<file path="src/rtl/uart_transmitter_pkg.sv">
// Shared UART definitions: frame states, frame geometry and the baud_select rate map.
// The receiver imports the same package so both ends agree on the codes.
package uart_transmitter_pkg;

    typedef enum logic [2:0] {
        IDLE   = 3'd0,
        START  = 3'd1,
        DATA   = 3'd2,
        PARITY = 3'd3,
        STOP   = 3'd4
    } tx_state_t;

    localparam int OVERSAMPLE = 16;
    localparam int DATA_BITS  = 8;
    localparam int FRAME_BITS = 11;

    localparam logic [2:0] BAUD_300    = 3'b000;
    localparam logic [2:0] BAUD_1200   = 3'b001;
    localparam logic [2:0] BAUD_4800   = 3'b010;
    localparam logic [2:0] BAUD_9600   = 3'b011;
    localparam logic [2:0] BAUD_19200  = 3'b100;
    localparam logic [2:0] BAUD_38400  = 3'b101;
    localparam logic [2:0] BAUD_57600  = 3'b110;
    localparam logic [2:0] BAUD_115200 = 3'b111;

    localparam int DIV_WIDTH = 14;

    // Clocks per sample strobe for a 50 MHz clk, i.e. 50e6 / (16 * baud), rounded.
    function automatic logic [DIV_WIDTH-1:0] baud_divisor(input logic [2:0] code);
        baud_divisor = 14'd27;
        case (code)
            BAUD_300:    baud_divisor = 14'd10417;
            BAUD_1200:   baud_divisor = 14'd2604;
            BAUD_4800:   baud_divisor = 14'd651;
            BAUD_9600:   baud_divisor = 14'd326;
            BAUD_19200:  baud_divisor = 14'd163;
            BAUD_38400:  baud_divisor = 14'd81;
            BAUD_57600:  baud_divisor = 14'd54;
            BAUD_115200: baud_divisor = 14'd27;
        endcase
    endfunction

endpackage

</file>
<file path="src/rtl/uart_transmitter_baud_controller.sv">
// Free-running divider producing a one-clock sample_enable strobe at 16x the selected baud rate.
module uart_transmitter_baud_controller
    import uart_transmitter_pkg::*;
(
    input  logic       clk,
    input  logic       reset,
    input  logic [2:0] baud_select,
    output logic       sample_enable
);

    logic [DIV_WIDTH-1:0] count;
    logic [DIV_WIDTH-1:0] limit;

    assign limit = baud_divisor(baud_select) - DIV_WIDTH'(1);

    // NOTE: '>=' rather than '==' so a switch to a faster rate with the count
    // already past the new limit wraps at once instead of running to 2^14.
    always_ff @(posedge clk or posedge reset) begin
        if (reset) begin
            count         <= '0;
            sample_enable <= 1'b0;
        end else if (count >= limit) begin
            count         <= '0;
            sample_enable <= 1'b1;
        end else begin
            count         <= count + 1'b1;
            sample_enable <= 1'b0;
        end
    end

endmodule

</file>
<file path="src/rtl/uart_transmitter.sv">
// UART TX: start bit, DATA_BITS data bits LSB first, parity, stop bit, paced by the 16x sample strobe.
// TxD and Tx_BUSY are registered; rate and payload are frozen at the accepted write.
module uart_transmitter
    import uart_transmitter_pkg::*;
#(
    parameter int PARITY_ODD = 0
) (
    input  logic                 clk,
    input  logic                 reset,
    input  logic [DATA_BITS-1:0] Tx_DATA,
    input  logic [2:0]           baud_select,
    input  logic                 Tx_EN,
    input  logic                 Tx_WR,
    output logic                 TxD,
    output logic                 Tx_BUSY
);

    localparam int CNT_W = $clog2(OVERSAMPLE);
    localparam int IDX_W = $clog2(DATA_BITS);

    tx_state_t            state;
    logic [2:0]           baud_q;
    logic [DATA_BITS-1:0] data_q;
    logic                 parity_q;
    logic [CNT_W-1:0]     sample_cnt;
    logic [IDX_W-1:0]     bit_idx;

    logic sample_enable;
    logic accept;
    logic bit_end;
    logic parity_next;

    uart_transmitter_baud_controller baud_controller (
        .clk           (clk),
        .reset         (reset),
        .baud_select   (baud_q),
        .sample_enable (sample_enable)
    );

    assign accept      = Tx_WR && Tx_EN && (state == IDLE);
    assign bit_end     = sample_enable && (sample_cnt == CNT_W'(OVERSAMPLE - 1));
    assign parity_next = (PARITY_ODD != 0) ? ~^Tx_DATA : ^Tx_DATA;

    // NOTE: every register, payload included, has an async reset so a reset
    // mid-frame leaves no stale byte or rate behind for the next write.
    always_ff @(posedge clk or posedge reset) begin
        if (reset) begin
            state      <= IDLE;
            TxD        <= 1'b1;
            Tx_BUSY    <= 1'b0;
            sample_cnt <= '0;
            bit_idx    <= '0;
            data_q     <= '0;
            baud_q     <= BAUD_300;
            parity_q   <= 1'b0;
        end else begin
            // The divider is free-running, so the start bit absorbs its phase.
            if (accept || bit_end) begin
                sample_cnt <= '0;
            end else if (sample_enable) begin
                sample_cnt <= sample_cnt + 1'b1;
            end

            case (state)
                IDLE: begin
                    TxD     <= 1'b1;
                    Tx_BUSY <= 1'b0;
                    if (accept) begin
                        data_q   <= Tx_DATA;
                        baud_q   <= baud_select;
                        parity_q <= parity_next;
                        bit_idx  <= '0;
                        state    <= START;
                        TxD      <= 1'b0;
                        Tx_BUSY  <= 1'b1;
                    end
                end
                START: begin
                    if (bit_end) begin
                        state   <= DATA;
                        bit_idx <= '0;
                        TxD     <= data_q[0];
                    end
                end
                DATA: begin
                    if (bit_end) begin
                        if (bit_idx == IDX_W'(DATA_BITS - 1)) begin
                            state <= PARITY;
                            TxD   <= parity_q;
                        end else begin
                            bit_idx <= bit_idx + 1'b1;
                            TxD     <= data_q[bit_idx + 1'b1];
                        end
                    end
                end
                PARITY: begin
                    if (bit_end) begin
                        state <= STOP;
                        TxD   <= 1'b1;
                    end
                end
                STOP: begin
                    if (bit_end) begin
                        state   <= IDLE;
                        TxD     <= 1'b1;
                        Tx_BUSY <= 1'b0;
                    end
                end
                default: begin
                    state   <= IDLE;
                    TxD     <= 1'b1;
                    Tx_BUSY <= 1'b0;
                end
            endcase
        end
    end

endmodule

</file>
<file path="config.mk">
export PLATFORM = sky130hd
export DESIGN_NAME = uart_transmitter
export DESIGN_NICKNAME = d
export VERILOG_FILES = /design/src/rtl/uart_transmitter_pkg.sv /design/src/rtl/uart_transmitter_baud_controller.sv /design/src/rtl/uart_transmitter.sv
export SDC_FILE = /design/constraint.sdc
export NUM_CORES = 1
export LEC_CHECK = 0
export CAP_MARGIN = 20
export CORE_MARGIN = 1.5
export CORE_UTILIZATION = 50
export DETAILED_ROUTE_END_ITERATION = 12
export GPL_TIMING_DRIVEN = 1
export HOLD_SLACK_MARGIN = 0.03
export PLACE_DENSITY_LB_ADDON = 0.25
export SLEW_MARGIN = 15
export SYNTH_ARGS = -nofsm -noshare
export SYNTH_HDL_FRONTEND = slang
export SYNTH_HIERARCHICAL = 1
export SYNTH_SLANG_ARGS = --single-unit
</file>
<file path="constraint.sdc">
create_clock -name clk -period 3.5 [get_ports clk]
set_input_delay 0.7 -clock clk [delete_from_list [all_inputs] [get_ports clk]]
set_output_delay 0.7 -clock clk [all_outputs]
set_load 0.05 [all_outputs]
</file>
# [Word level (Yosys, flattened, before mapping)]
# Memories as Yosys holds them, arrays and structs flattened.
# Index checks and enable logic that the tools add are counted.
[word_totals] reg_bits=39 latch_bits=0 ramBits=0 rom_bits=96 inputBits=15 word_cells=73 memories=1
[mem_list] memory="(no name shown)" words=8 width=12 rd=1 rd_clocked_by_memory_dff=0 wr=0 line="uart_transmitter_pkg.sv:31" rtl="case (code)"
[classes] n_addsub=4 multipliers=0 n_div=0 magnitude_cmp=2 eq_ne=14 n_shift=0 n_mux=26 bitwise=1 reduce_logical=15
[ops] operator="$mux W3" n=9
[ops] operator="$pmux W3 S5" n=1
[ops] operator="$add A14 B1 Y14 const B" n=1
[ops] operator="$ge A14 B14 Y1" n=1
[ops] operator="$mux W14" n=1
[ops] operator="$ne A2 B2 Y1 const B" n=7
[ops] operator="$sub A14 B1 Y14 const B" n=1
[ops] operator="$mux W1" n=9
[ops] operator="$pmux W3 S3" n=1
[ops] operator="$mux W4" n=2
[ops] operator="$reduce_xor A8 Y1" n=1
[ops] operator="$eq A3 B2 Y1 const B" n=2
[ops] operator="$eq A3 B3 Y1 const B" n=2
[ops] operator="$reduce_and A6 Y1" n=1
[ops] operator="$reduce_and A5 Y1" n=1
[ops] operator="$add A4 B1 Y4 const B" n=1
[ops] operator="$eq A4 B4 Y1 const B" n=1
[ops] operator="$lt A3 B4 Y1 const B" n=1
[ops] operator="$pmux W1 S4" n=1
[ops] operator="$reduce_and A2 Y1" n=2
[ops] operator="$add A3 B1 Y3 const B" n=1
[ops] operator="$bmux W1 S3" n=1
[ops] operator="$eq A3 B1 Y1 const B" n=1
[ops] operator="$logic_and A1 B1 Y1" n=3
[ops] operator="other kinds (10)" n=10

# [Depth between registers and ports, before layout]
# Gate-level depths: netlist (run 1).
[depth] ltp_word=6 depth_mapped=14

# [Modules after synthesis]
# The synthesis (run 1) kept the hierarchy.
[modules_own_cells] module="uart_transmitter_baud_controller" instances=1 cells_per_inst=146 area_each_um2=1387.6 seq_area_each_um2=375.4
[modules_own_cells] module="uart_transmitter" instances=1 cells_per_inst=105 area_each_um2=1267.5 seq_area_each_um2=601.8

# [Worst setup path before layout (run 1)]
# No wires, ideal clock.
[synth_timing] path_type="reg-to-reg" start="register baud_q[0]" end="register baud_controller.count[13]" setup_ns=0.144 arrival_ns=2.564 path_slack_ns=0.792 path_stages_with_launch=15 n_path_buf=1 synth_period_minus_slack_ns=2.708 path_cell_list="dfrtp_1 inv_1 ha_1 nand2_1 nand2_1 ha_1 o221ai_1 nand2b_1 a21boi_1 ha_1 nand2_1 o21a_1 o221ai_2 buf_2 a221oi_1"
[synth_via] elab_chain_len=4
[synth_rtl] item="from (decl)" line="uart_transmitter.sv:22" rtl="logic [2:0] baud_q;"
[synth_rtl] item="from (signal assigned)" line="uart_transmitter.sv:70" rtl="baud_q <= baud_select;"
[synth_rtl] item="$mem_v2 Z8 W12"
[synth_rtl] item="$sub A14 B1 Y14" line="uart_transmitter_baud_controller.sv:14" rtl="assign limit = baud_divisor(baud_select) - DIV_WIDTH'(1);"
[synth_rtl] item="$ge A14 B14 Y1" line="uart_transmitter_baud_controller.sv:22" rtl="end else if (count >= limit) begin"
[synth_rtl] item="$mux W14" line="uart_transmitter_baud_controller.sv:22"
[synth_rtl] item="to (signal assigned)" line="uart_transmitter_baud_controller.sv:26" rtl="count <= count + 1'b1;"
[synth_rtl] item="to (decl)" line="uart_transmitter_baud_controller.sv:11" rtl="logic [DIV_WIDTH-1:0] count;"
# Every way passes these cells.
# A chain may end at the register's enable or synchronous reset.

# [Worst setup path after layout (run 1)]
[layout_timing] start="register baud_q[1]" end="register baud_controller.count[8]"
# Same word-level chain as after synthesis.

==> impl_results.md, run 1 <==
* Port buffer count at 16
* Clock Sink Count at 39
* Site row count at 26
* Vias in the first global route at 1751
* Detailed Place HPWL at around 3700 um
* DR DRC count at 0
* Placed Instances at 332
* Compound-Gate Fraction of Synth Area at ~14%
* Per-cell routed wire length at 14.0 um
* Post-Synth Simple-Gate Area at 16.4%
* Final TNS setup at 0 ns
* Final std cells w/o fill at 340
* Clock power share at 22.3%
* Die width at 75.9 um
* #FFs+latches synth at 39
* Clock buffer depth at 2
* Post-synth EDFFs at 0
* Pleak at 1.26 nW
* Int Pwr at 0.00109 W
* Yosys warning total at 6
* Period minus WS final at between 3 and 4 ns
* Fin crit share at just under 90%
* Worst hold path type: register to register
* Post-Synth XOR/XNOR Area at 8.91%
* Worst slew pin tran at 0.877 ns
* Die Area at ~0.0058 sq mm
* Overall routing resource usage at 19.3%
* WHS at 0.513 ns
* Sequential share of power at roughly two fifths
* Worst-path clk slew at 0.08 ns
* Hold path cells at 1
* Global-route wire length before repair at between 8000 and 9000 um
* Grt ovf at 0
* Top FF cell, synth: dfrtp_1
* Area Growth Syn to Fin at 12.4%
* Pre-CTS WS at 0.412 ns
* Setup CP Type: register to register
* Layout cell share with drive strength beyond 1 at 15.2%
* Filler cell count in the final layout at 446
* Final worst setup slack at 0.389 ns
* Starting Density at 52.0%
* Sequential area share after synthesis at a little under two fifths
* CTS tree: done
* Die H at 75.9 um
* Slew Viols, Final at 0
* Net switching power at 0.000672 W
* CTS Buf Count at 5
* F_max at 321 MHz
* 1st-iter DRT viols at between 70 and 80
* H-tree depth at 2
* Mux share of post-synthesis cell area at 7.63%
* Clk_lat worst skew at 0.30 ns
* Final WL at 4770 um
* TritonRoute pass-1 iters at 4
* Setup crit end kind: register
* Vias/cell at 5.43
* Core area at 0.00511 sq mm
* Final instance area at 0.00299 sq mm
* Mean Syn Cell Area at roughly 11 sq um
* Status: complete, no violations
* Startpoint Class: register
* Hold Crit Start: data_q[3]
* Clk root buf: clkbuf_8
* Via count at 1846
* Placed Area at 0.00286 sq mm
* Logic pwr share at 38.3%
* Rel. slew slack at 41.5%
* Arr. time, crit path at ~3.3 ns
* # IOs at 17
* # setup viols final at 0
* Critical path origin: baud_q[1]
* Worst path required time at 3.67 ns
* Largest net degree at the start of global routing at 25
* Final Skew at 0.00947 ns
* Worst vdd ir at 0.352 mV
* Cells after Synth at 251
* Largest family of logic cells by synthesized area: simple AND/OR/NAND/NOR gates
* Syn Nets at around 290
* Power Density at 591 mW/mm^2
* Initial antenna violation count at 0
* Worst r2r src: baud_q[1]
* Worst-case reg-to-reg path depth at 14
* Area of the mapped netlist at 0.00266 sq mm
* Hold bufs inserted after CTS at 0
* Cell variety after synth at between 40 and 50
* Remaining antenna violation count at 0
* Synth async-reset ratio at 100%
* Max_cap viols at 0
* Final nets at 309
* Routability cong. at 0.808
* RSZ-0062 raised after global routing: false
* Ant. Diodes at 0
* Worst Path Max Fanout at 8
* Fin. Hold Viols at 0
* Post-synthesis adder-cell area fraction at 11.8%
* Setup Buffers After CTS at 0
* Switching part of the total at a little under two fifths
* CTS resizes at 0
[final timing paths]
check	end	slack, ns
setup / recovery	baud_controller/count[8]	0.39
min in group asynchronous	baud_controller/sample_enable	0.78
setup reg to reg	baud_controller/count[8]	0.39
hold / removal	data_q[3]	0.51
hold reg to reg	data_q[3]	0.51
max in group asynchronous	sample_cnt[3]	2.04
[through the flow]
| step | util (%) | total power (W) |
|---|---|---|
| after global placement | 56.1 | 0.00136 |
| after CTS | 58.5 | 0.00178 |
| after global routing | 58.5 | 0.00191 |
| final | 58.5 | 0.00176 |
| after detailed placement | 56.1 | 0.00138 |
| after floorplan | - | 0.00120 |
[cells in the final DEF (no fill, tap or decap), drive strengths merged, types with 2 or more instances in the layout]
master / netlist / final
dfrtp: 38 / 38
ha: 25 / 25
nand2: 19 / 19
xnor2: 19 / 19
clkdlybuf4s50: 0 / 16
a211oi: 14 / 14
inv: 11 / 12
mux2: 12 / 12
a21oi: 10 / 10
nor3: 10 / 10
nor2: 9 / 9
xor2: 8 / 8
nand3: 8 / 8
nand2b: 7 / 7
o21ai: 7 / 7
clkbuf: 0 / 6
nand4: 6 / 6
nor4: 5 / 5
buf: 9 / 4
a21boi: 4 / 4
mux2i: 3 / 3
nor3b: 3 / 3
o221ai: 3 / 3
nor2b: 2 / 2
a21o: 2 / 2
a22o: 2 / 2
and3: 2 / 2
o22ai: 2 / 2
[metal layers]
metal | vias to the layer above | track usage, % | part of all wire, %
li1 | 956 | - | -
met1 | 852 | 29.3 | 51
met2 | 31 | 26.3 | 44
met3 | 7 | 4.50 | 2.8
met4 | 0 | 7.54 | 1.7
met5 | - | 0 | 0
[critical path, cell delays in order (launching register included)]
cell	delay (ns)
dfrtp_1	0.44
inv_1	0.16
ha_1	0.24
nand2_1	0.09
nand2_1	0.09
ha_1	0.19
o221ai_1	0.18
nand2b_1	0.21
a21boi_1	0.14
ha_1	0.27
nand2_1	0.07
o21a_1	0.20
o221ai_2	0.36
buf_4	0.26
a211oi_1	0.07
[area by class of cell]
class / count / area, sq um / area share (%)
timing repair buffer: 20 / 190 / 6.37
inverter: 11 / 41.3 / 1.38
multi-input combinational: 192 / 1570 / 52.5
tap: 70 / 87.6 / 2.93
sequential: 39 / 977 / 32.7
clock inverter: 2 / 38.8 / 1.30
clock buffer: 6 / 82.6 / 2.77
[synthesized netlist by cell type (all sizes together) (2+ instances only)]
cell	number	area, sq um
o22ai	2	12.5
xnor2	19	166
nor3b	3	22.5
a22o	2	17.5
nand3	8	57.6
inv	11	41.3
nand2b	7	43.8
buf	9	68.8
and3	2	12.5
dfrtp	38	951
nor4	5	65.1
nand4	6	43.8
a21o	2	15.0
a21boi	4	30.0
nand2	19	71.3
nor2	9	33.8
a211oi	14	125
o221ai	3	38.8
nor2b	2	12.5
mux2	12	150
o21ai	7	35.0
xor2	8	70.1
a21oi	10	50.1
nor3	10	55.1
mux2i	3	30.0
ha	25	313
[cells by family after synthesis]
family / Yosys count
xor gates and xnor gates: 27
adders and majority gates: 25
buffers and inverters: 20
AOI/OAI and AO/OA: 51
muxes: 16
DFF: 39
and+or+nand+nor: 73
[state kept, by name, summed over array words and instances, names as in the netlist]
name,cells
baud_controller/count,14
data_q,8
state,3
Tx_BUSY,1
bit_idx,3
TxD,1
baud_q,3
sample_cnt,4
baud_controller/sample_enable,1
parity_q,1
[power groups by stage]
| stage | Sequential, W | Clock [W] | Combinational [W] |
|---|---|---|---|
| after floorplan | 0.000696 | 0 | 0.000506 |
| after global placement | 0.000698 | 0 | 0.000662 |
| after detailed placement | 0.000702 | 0 | 0.000680 |
| after CTS | 0.000695 | 0.000404 | 0.000684 |
| after global routing | 0.000717 | 0.000423 | 0.000773 |
| final | 0.000695 | 0.000394 | 0.000675 |
(Power assumes the default switching activity.)
==> run 2: changes to the inputs <==
--- a/config.mk
+++ b/config.mk
@@ -12,7 +12,6 @@
 export GPL_TIMING_DRIVEN = 1
 export HOLD_SLACK_MARGIN = 0.03
 export PLACE_DENSITY_LB_ADDON = 0.25
-export SLEW_MARGIN = 15
 export SYNTH_ARGS = -nofsm -noshare
 export SYNTH_HDL_FRONTEND = slang
 export SYNTH_HIERARCHICAL = 1
==> results of run 2 <==
Same layout as run 1: the final DEF is identical, and so are final timing and power.
==> run 3: changes to the inputs <==
--- a/config.mk
+++ b/config.mk
@@ -11,6 +11,7 @@
 export DETAILED_ROUTE_END_ITERATION = 12
 export GPL_TIMING_DRIVEN = 1
 export HOLD_SLACK_MARGIN = 0.03
+export MAX_ROUTING_LAYER = met4
 export PLACE_DENSITY_LB_ADDON = 0.25
 export SYNTH_ARGS = -nofsm -noshare
 export SYNTH_HDL_FRONTEND = slang
==> run 3 against run 2 <==
Effect of this change: routed wire length is 1.3% higher; sequential cell count stayed put; critical endpoint is now baud_controller/count[7]; clock skew is 0.0011 ns lower; largest power group unchanged; register-to-register slack better by 0.22 ns; non-clock buffer count stayed put; maximum frequency is 7.7% higher; via count is 1.5% higher; largest cell class unchanged; critical path type unchanged; cell count stayed put; core utilization is 0.71 points lower; sequential power hardly changed; critical path depth stayed put; count of clock-buffer cells in the layout stayed put.
==> impl_results.md, run 3 (same netlist as run 1, synthesis figures left out) <==
* Status: complete, no violations
* Logic pwr share at around 40%
* Worst path required time at roughly 3.7 ns
* Rel. slew slack at 40.2%
* Worst-path clk slew at 0.08 ns
* Grt ovf at 0
* Routability cong. at 0.828
* Max_cap viols at 0
* Power Density at roughly 570 mW/mm^2
* Largest net degree at the start of global routing at 25
* Int Pwr at roughly 0.0010 W
* Register Area at slightly below 0.001 sq mm
* Area occupied by multi-input gates at roughly 0.0016 sq mm
* CTS tree: done
* Per-cell routed wire length at 14.2 um
* Period minus WS final at 2.89 ns
* WHS at 0.513 ns
* Final nets at 309
* Pwr Total at ~0.0017 W
* Final worst setup slack at 0.612 ns
* Clk_lat worst skew at 0.30 ns
* Port buffer count at 16
* Layout cell share with drive strength beyond 1 at 14.8%
* Setup crit end kind: register
* Site row count at 26
* Startpoint Class: register
* Die H at between 70 and 80 um
* Net switching power at 0.000670 W
* Slew Viols, Final at 0
* Setup CP Type: register to register
* Worst slew pin tran at 0.897 ns
* Filler cell count in the final layout at approximately 460
* Vias in the first global route at 1756
* Overall routing resource usage at 20.1%
* H-tree depth at 2
* Fin. Hold Viols at 0
* Pre-CTS WS at 0.613 ns
* Switching part of the total at between 40% and 50%
* Arr. time, crit path at 3.05 ns
* CTS Buf Count at 5
* 1st-iter DRT viols at 96
* Commonest non-fill, non-tap cell in the layout: dfrtp_1
* Ant. Diodes at 0
* Hold bufs inserted after CTS at 0
* Pleak at 1.24 nW
* Commonest non-fill, non-tap cells in the layout: dfrtp_1, ha_1, nand2_1, xnor2_1, clkdlybuf4s50_1
* Clock Sink Count at 39
* Fin crit share at 82.5%
* Final Skew at 0.00832 ns
* Starting Density at roughly 52%
* Top flop regs: baud_controller/count (14), data_q (8), sample_cnt (4)
* Die width at 75.9 um
* # setup viols final at 0
* Core area at 0.00511 sq mm
* Final TNS setup at 0 ns
* Clock power share at 18.0%
* Clock buffer depth at 2
* Number of flip-flops in the largest register at 14
* CTS resizes at 0
* Die Area at 0.00576 sq mm
* DR DRC count at 0
* Core Util, Final at between 50 and 60%
* Detailed Place HPWL at 3620 um
* Worst vdd ir at 0.295 mV
* Clk root buf: clkbuf_8
* Area Growth Syn to Fin at 11.1%
* Sequential share of power at 41.8%
* Largest Register: baud_controller/count
* F_max at 346 MHz
* # IOs at 17
* TritonRoute pass-1 iters at 4
* Global-route wire length before repair at 8380 um
* Vias/cell at 5.51
* Remaining antenna violation count at 0
* RSZ-0062 raised after global routing: false
* Via count at 1873
* Worst hold path type: register to register
* Final WL at between 4000 and 5000 um
* Initial antenna violation count at 0
* Worst Path Max Fanout at 15
* Setup Buffers After CTS at 0
[run 3: changes by cell type in the layout (fill, tap and decap cells not counted), sizes merged]
cell	delta
bufinv	-1
clkinv	+1
clkinvlp	+1
inv	-1
[run 3: layer usage]
| metal | track usage, % | vias up | routed length [um] |
|---|---|---|---|
| met1 | 28.5 | 887 | 2480 |
| met3 | 4.23 | 10 | 129 |
| met2 | 28.3 | 28 | 2150 |
| met5 | - | - | 0 |
| li1 | - | 948 | - |
| met4 | 7.14 | 0 | 78 |
[run 3: layout make-up]
class,instances,area share (%)
Clock buffer,6,2.46
Clock inverter,2,0.424
Inverter,11,1.40
Multi-Input combinational cell,192,53.2
Sequential cell,39,33.1
Tap cell,70,2.97
Timing Repair Buffer,20,6.45
[run 3: per-stage QoR]
stage	cells	area, sq um
after floorplan	251	2660
after global placement	332	2860
after detailed placement	332	2860
after CTS	340	2950
after global routing	340	2950
final	340	2950
[run 3: power by group through the flow]
stage	Clock [W]	Combinational, W	Sequential, W
3_3_place_gp	0	0.000660	0.000697
4_1_cts	0.000308	0.000679	0.000696
3_5_place_dp	0	0.000675	0.000703
2_1_floorplan	0	0.000506	0.000696
5_1_grt	0.000325	0.000762	0.000718
6_report	0.000300	0.000670	0.000697
[run 3: critical path, stage by stage, from the launching register on]
cell,delay (ns)
dfrtp_1,0.44
inv_1,0.17
ha_1,0.23
nand2_1,0.09
nand2_1,0.09
ha_1,0.20
o221ai_1,0.17
nand2b_1,0.21
a21boi_1,0.14
ha_1,0.28
nand2_1,0.07
o21a_1,0.20
o221ai_2,0.15
buf_4,0.25
a211oi_1,0.07
[run 3: final timing paths]
| check | slack, ns | endpoint | from | cells after the start |
|---|---|---|---|---|
| min in group asynchronous | 0.78 | baud_controller/sample_enable | reset | 2 |
| min | 0.51 | data_q[3] | data_q[3] | 1 |
| max | 0.61 | baud_controller/count[7] | baud_q[1] | 14 |
| min reg2reg | 0.51 | data_q[3] | data_q[3] | 1 |
| max in group asynchronous | 2.03 | data_q[5] | reset | 2 |
| max reg2reg | 0.61 | baud_controller/count[7] | baud_q[1] | 14 |
